$ cat src/rtl/fifo_rr_drain_arbiter_pkg.sv
// Shared types and helpers for the round-robin FIFO drain arbiter.
package fifo_arb_pkg;

    typedef enum logic [1:0] {
        IDLE = 2'd0,
        WAIT = 2'd1,
        SEND = 2'd2
    } arb_state_t;

    // First index to consider after a grant to 'last'; wraps at num_ch.
    function automatic int unsigned next_rr_idx(input int unsigned last,
                                                input int unsigned num_ch);
        return (last + 1) % num_ch;
    endfunction

endpackage

$ cat src/rtl/fifo_rr_drain_arbiter_rr_pick.sv
// Combinational round-robin picker: first set request after 'last', with wrap.
module rr_pick
    import fifo_arb_pkg::*;
#(
    parameter  int NUM_CH = 4,
    localparam int CH_W   = $clog2(NUM_CH)
) (
    input  logic [NUM_CH-1:0] req,
    input  logic [CH_W-1:0]   last,
    output logic              found,
    output logic [CH_W-1:0]   idx
);

    logic [2*NUM_CH-1:0] req_dbl;
    logic [2*NUM_CH-1:0] rot_dbl;
    logic [NUM_CH-1:0]   rot;
    int unsigned         start;
    int unsigned         off;

    // Rotating the doubled vector puts the search start at bit 0, so a plain
    // lowest-set-bit encode yields the round-robin winner as an offset.
    always_comb begin
        start   = next_rr_idx(32'(last), NUM_CH);
        req_dbl = {req, req};
        rot_dbl = req_dbl >> start;
        rot     = rot_dbl[NUM_CH-1:0];
        found   = 1'b0;
        off     = 0;
        for (int unsigned i = 0; i < NUM_CH; i++) begin
            if (rot[i] && !found) begin
                found = 1'b1;
                off   = i;
            end
        end
        idx = CH_W'((start + off) % NUM_CH);
    end

endmodule

$ cat src/rtl/fifo_rr_drain_arbiter.sv
// Drains NUM_CH upstream FIFOs round-robin, up to BURST_MAX words per grant,
// onto one valid/ready stream tagged with source channel and end-of-burst.
module fifo_rr_drain_arbiter
    import fifo_arb_pkg::*;
#(
    parameter  int NUM_CH     = 4,
    parameter  int DATA_WIDTH = 8,
    parameter  int BURST_MAX  = 4,
    localparam int CH_W       = $clog2(NUM_CH)
) (
    input  logic                         clk,
    input  logic                         rst_n,
    input  logic [NUM_CH-1:0]            ch_en,
    input  logic [NUM_CH-1:0]            fifo_empty,
    input  logic [NUM_CH*DATA_WIDTH-1:0] fifo_dout,
    output logic [NUM_CH-1:0]            fifo_rd_en,
    output logic                         m_valid,
    input  logic                         m_ready,
    output logic [DATA_WIDTH-1:0]        m_data,
    output logic [CH_W-1:0]              m_ch,
    output logic                         m_last,
    output logic                         busy
);

    localparam int BC_W = $clog2(BURST_MAX) + 1;

    arb_state_t            state;
    arb_state_t            state_nxt;
    logic [CH_W-1:0]       grant;
    logic [CH_W-1:0]       last_grant;
    logic [CH_W-1:0]       pick_idx;
    logic                  pick_found;
    logic [BC_W-1:0]       beat_cnt;
    logic [NUM_CH-1:0]     req;
    logic [NUM_CH-1:0]     rd_sel;
    logic [DATA_WIDTH-1:0] grant_word;

    assign req        = ch_en & ~fifo_empty;
    assign grant_word = fifo_dout[int'(grant)*DATA_WIDTH +: DATA_WIDTH];

    rr_pick #(.NUM_CH(NUM_CH)) u_pick (
        .req   (req),
        .last  (last_grant),
        .found (pick_found),
        .idx   (pick_idx)
    );

    always_ff @(posedge clk or negedge rst_n) begin
        if (!rst_n) state <= IDLE;
        else        state <= state_nxt;
    end

    always_comb begin
        state_nxt = state;
        case (state)
            IDLE:    if (pick_found) state_nxt = WAIT;
            WAIT:    state_nxt = SEND;
            SEND:    if (m_ready) state_nxt = m_last ? IDLE : WAIT;
            default: state_nxt = IDLE;
        endcase
    end

    // Read strobe is gated by rst_n so it drops the moment reset asserts.
    always_comb begin
        rd_sel = '0;
        case (state)
            IDLE: if (pick_found) rd_sel[pick_idx] = 1'b1;
            SEND: if (m_ready && !m_last && !fifo_empty[grant]) rd_sel[grant] = 1'b1;
            default: rd_sel = '0;
        endcase
        fifo_rd_en = rd_sel & {NUM_CH{rst_n}};
        busy       = (state != IDLE);
    end

    always_ff @(posedge clk or negedge rst_n) begin
        if (!rst_n) begin
            grant      <= '0;
            last_grant <= CH_W'(NUM_CH - 1);
            beat_cnt   <= '0;
            m_valid    <= 1'b0;
            m_data     <= '0;
            m_ch       <= '0;
            m_last     <= 1'b0;
        end else begin
            case (state)
                IDLE: if (pick_found) begin
                    grant    <= pick_idx;
                    beat_cnt <= '0;
                end
                // End-of-burst is decided here; later pushes cannot extend it.
                WAIT: begin
                    m_data  <= grant_word;
                    m_ch    <= grant;
                    m_last  <= (beat_cnt == BC_W'(BURST_MAX - 1)) || fifo_empty[grant];
                    m_valid <= 1'b1;
                end
                SEND: if (m_ready) begin
                    m_valid <= 1'b0;
                    if (m_last) last_grant <= grant;
                    else        beat_cnt   <= beat_cnt + 1'b1;
                end
                default: ;
            endcase
        end
    end

endmodule

$ cat config.mk
export PLATFORM = sky130hd
export DESIGN_NAME = fifo_rr_drain_arbiter
export DESIGN_NICKNAME = d
export VERILOG_FILES = /design/src/rtl/fifo_rr_drain_arbiter_pkg.sv /design/src/rtl/fifo_rr_drain_arbiter_rr_pick.sv /design/src/rtl/fifo_rr_drain_arbiter.sv
export SDC_FILE = /design/constraint.sdc
export NUM_CORES = 1
export LEC_CHECK = 0
export CAP_MARGIN = 20
export CORE_MARGIN = 3
export CORE_UTILIZATION = 46
export DETAILED_ROUTE_END_ITERATION = 10
export PLACE_DENSITY = 0.86
export SYNTH_ARGS = -nofsm -noshare
export SYNTH_HDL_FRONTEND = slang
export SYNTH_SLANG_ARGS = --single-unit
$ cat constraint.sdc
create_clock -name clk -period 4.53 [get_ports clk]
set_input_delay 0.906 -clock clk [delete_from_list [all_inputs] [get_ports clk]]
set_output_delay 0.906 -clock clk [all_outputs]
set_load 0.05 [all_outputs]
==> summary.txt, run 1 <==
Timing
  – Setup TNS: 0 ns
  – Slew margin rel.: 52.52%
  – Unrepaired setup endpoints after global routing: false
  – Crit share post-route: 95.14%
  – Setup violators final: 0
  – Slew @ Worst Pin: 0.7122 ns
  – Slew Limit Fails: 0
  – Post-layout min period: 4.310 ns
  – Final Hold Fails: 0
  – Fmax: 232.0 MHz
  – Clock skew: 0.0007043 ns

Setup path
  – Crit path max fanout: 5
  – Worst path most repeated cell: nand3_1
  – Worst setup EP type: primary output
  – Crit path kind: primary input to primary output
  – Top delay family on crit path: simple AND/OR/NAND/NOR gates
  – Max stage delay on crit path: 0.44 ns
  – Slowest cell on crit path: a2111o_1
  – CP startpoint kind: primary input
  – Sequence of cells on the critical path: clkdlybuf4s50_1 -> nor2b_1 -> buf_4 -> nand3_1 -> o31ai_1 -> a2111o_1 -> ha_1 -> nand3b_1 -> nor3_1 -> o21ai_0 -> nand3_1 -> buf_12
  – Worst R2R Setup Slack: 2.36 ns
  – CP bufs+invs: 3
  – Data required time of the worst path: 3.62 ns
  – Worst Path Arrival: 3.40 ns

Routing
  – Wire per inst: 17.54 um
  – Drc violations: 0
  – Drt pass-1 iters: 4
  – Total number of vias: 1363
  – Antenna Nets Post-Route: 0
  – Final WL: 4.157 mm
  – Initial DRC count: 49
  – Via/cell ratio: 5.751

Placed design
  – Port Buffer Count: 59
  – GP Congestion: 0.8380
  – Detail Placement HPWL: 3.304 mm

Synthesis
  – Syn Area/Cell: 10.57 um2
  – Largest family of logic cells by synthesized area: multiplexers
  – Post-Synth XOR/XNOR Area: 0%
  – Sequential area share after synthesis: 36.47%
  – Post-synthesis cell type count: 32
  – Synthesized area: 1448 um2
  – Post-synthesis compound-gate area fraction: 10.72%
  – Synth Flop Type: dfrtp_1
  – Register bit total from synthesis: 21
  – Asr flop ratio synth: 100.0%
  – Count of flip-flops with a built-in enable after synthesis: 0
  – Post-synthesis mux area share: 24.11%
  – Simple logic cell fraction of the synthesized area: 21.00%
  – Post-synthesis adder-cell area fraction: 3.457%
  – Post-Synthesis Cells: 137
  – Syn_nets: 184
  – Synth warn: 0

Clock network
  – CTS tree: built
  – Worst-path clk slew: 0.13 ns
  – Clock Tree Buf Depth: 2
  – Post-CTS setup buffer count: 0
  – Total CTS buffers: 3
  – Root Buffer: clkbuf_4
  – Clk_lat worst skew: 0.32 ns
  – CTS resizes: 0
  – Hold-fix buffers at CTS: 0
  – CTS H-tree lvls: 1
  – Clock sink count: 21

Floorplan
  – Die width: 62.10 um
  – Die height: 62.10 um
  – Initial core utilization: 50.33%
  – I/O pin cnt: 60
  – Core Rows: 19
  – Area of the core: 2877 um2
  – Die Area: 3856 um2

Power and ir drop
  – Static Leak: 0.8454 nW
  – Power per standard cell area: 633.0 nW/um2
  – Peak supply drop: 0.0005933 V

GRT
  – GRT overflow: 0
  – Vias in the first global route: 1422
  – GRT Util Overall: 23.10%
  – Largest net degree at the start of global routing: 18
  – Antenna violations before repair: 0
  – First-pass GRT wire length: 7.010 mm

Final layout
  – P&R area growth vs syn: 48.66%
  – Antenna diodes: 0
  – Multi-input gate area: 858.3 um2
  – Layout cells sized above 1: 20.00%
  – Nets@finish: 243
  – Fill cells: 202
  – Fin util: 74.82%
  – Register Area: 528.0 um2

Run
  – Max Cap Viol: 0

Run status
  – Status: finished clean

Worst hold path
  – Hold Crit Class: flip-flop to flip-flop
-- final timing paths --
kind                                from  depth (start not counted)       endpoint
max                             ch_en[0]                         12  fifo_rd_en[1]
min                              m_ch[0]                          1        m_ch[0]
max reg2reg                last_grant[0]                          8       grant[1]
min reg2reg                      m_ch[0]                          1        m_ch[0]
max in group asynchronous          rst_n                          2  last_grant[1]
min in group asynchronous          rst_n                          1    beat_cnt[0]
-- sequential cells by signal (all words and copies together) (netlist names) --
name	flops
m_data	8
beat_cnt	3
grant	2
last_grant	2
m_ch	2
state	2
m_last	1
m_valid	1
-- stage by stage --
stage                     hold slack (ns)  power (mW)  instance area (um2)  std cells  worst slack (ns)
after floorplan                    0.4659      0.9741                 1448        137            0.7873
after global placement             0.4824       1.221                 2115        232            0.4361
after detailed placement           0.4947       1.262                 2115        232            0.2744
after CTS                          0.5237       1.357                 2145        236            0.2637
after global routing               0.5540       1.442                 2152        237           0.05237
final                              0.5219       1.362                 2152        237            0.2201
-- synthesized netlist by cell type, drive strengths merged, types with 5 or more instances --
| cell | count | area, um2 |
|---|---|---|
| nor4 | 5 | 31.28 |
| nor2 | 6 | 22.52 |
| inv | 6 | 22.52 |
| clkbuf | 5 | 18.77 |
| nor2b | 5 | 31.28 |
| mux4 | 9 | 202.7 |
| nand3 | 16 | 80.08 |
| dfrtp | 19 | 475.5 |
| mux2 | 13 | 146.4 |
| a21oi | 5 | 25.02 |
| o21ai | 9 | 45.04 |
-- where the power goes --
group | total (mW) | switching [mW] | internal, mW
Sequential | 0.401 | 0.120 | 0.281
Combinational | 0.864 | 0.474 | 0.390
Clock | 0.0975 | 0.0637 | 0.0338
Total | 1.36 | 0.658 | 0.704
-- metal layers --
metal / up-vias / GRT usage [%] / share of wire (%)
met3: 10 / 6.126 / 5.3
met1: 669 / 25.38 / 38
met5: - / 0 / 0
li1: 635 / - / -
met4: 0 / 8.287 / 2.2
met2: 49 / 42.61 / 55
-- area by class of cell --
class	count	share of cell area [%]
Multi-Input combinational cell	101	39.88
Timing Repair Buffer	63	30.70
Sequential cell	21	24.53
Tap cell	42	2.442
Clock buffer	3	1.047
Inverter	6	1.047
Clock inverter	1	0.3488
-- layout by cell type, fill, tap and decap left out, drive strengths merged --
master,count
a2111o,1
a2111oi,1
a211o,1
a211oi,1
a21oi,5
buf,8
clkbuf,3
clkdlybuf4s50,55
clkinvlp,1
dfrtp,19
dfstp,2
ha,4
inv,6
mux2,13
mux4,9
nand2,3
nand2b,4
nand3,16
nand3b,3
nand4b,1
nor2,6
nor2b,5
nor3,4
nor3b,2
nor4,5
o211a,1
o211ai,1
o21ai,9
o31ai,2
o41ai,1
or2,1
or3b,1
or4b,1
-- logic make-up (layout without fill, tap and decap cells) --
logic type,count (synthesis),after routing
AND/OR/NAND/NOR,52,52
AO/OA/AOI/OAI,23,23
multiplexers,22,22
flip-flops,21,21
buffers and inverters,15,73
adder cells (fa/ha/maj),4,4
Power figures use the tool's default switching activity.
==> run 2: changes to the inputs <==
- CTS_CLUSTER_DIAMETER: not set -> 200
==> results of run 2 <==
No change in the layout: final DEF, timing and power equal those of run 1.
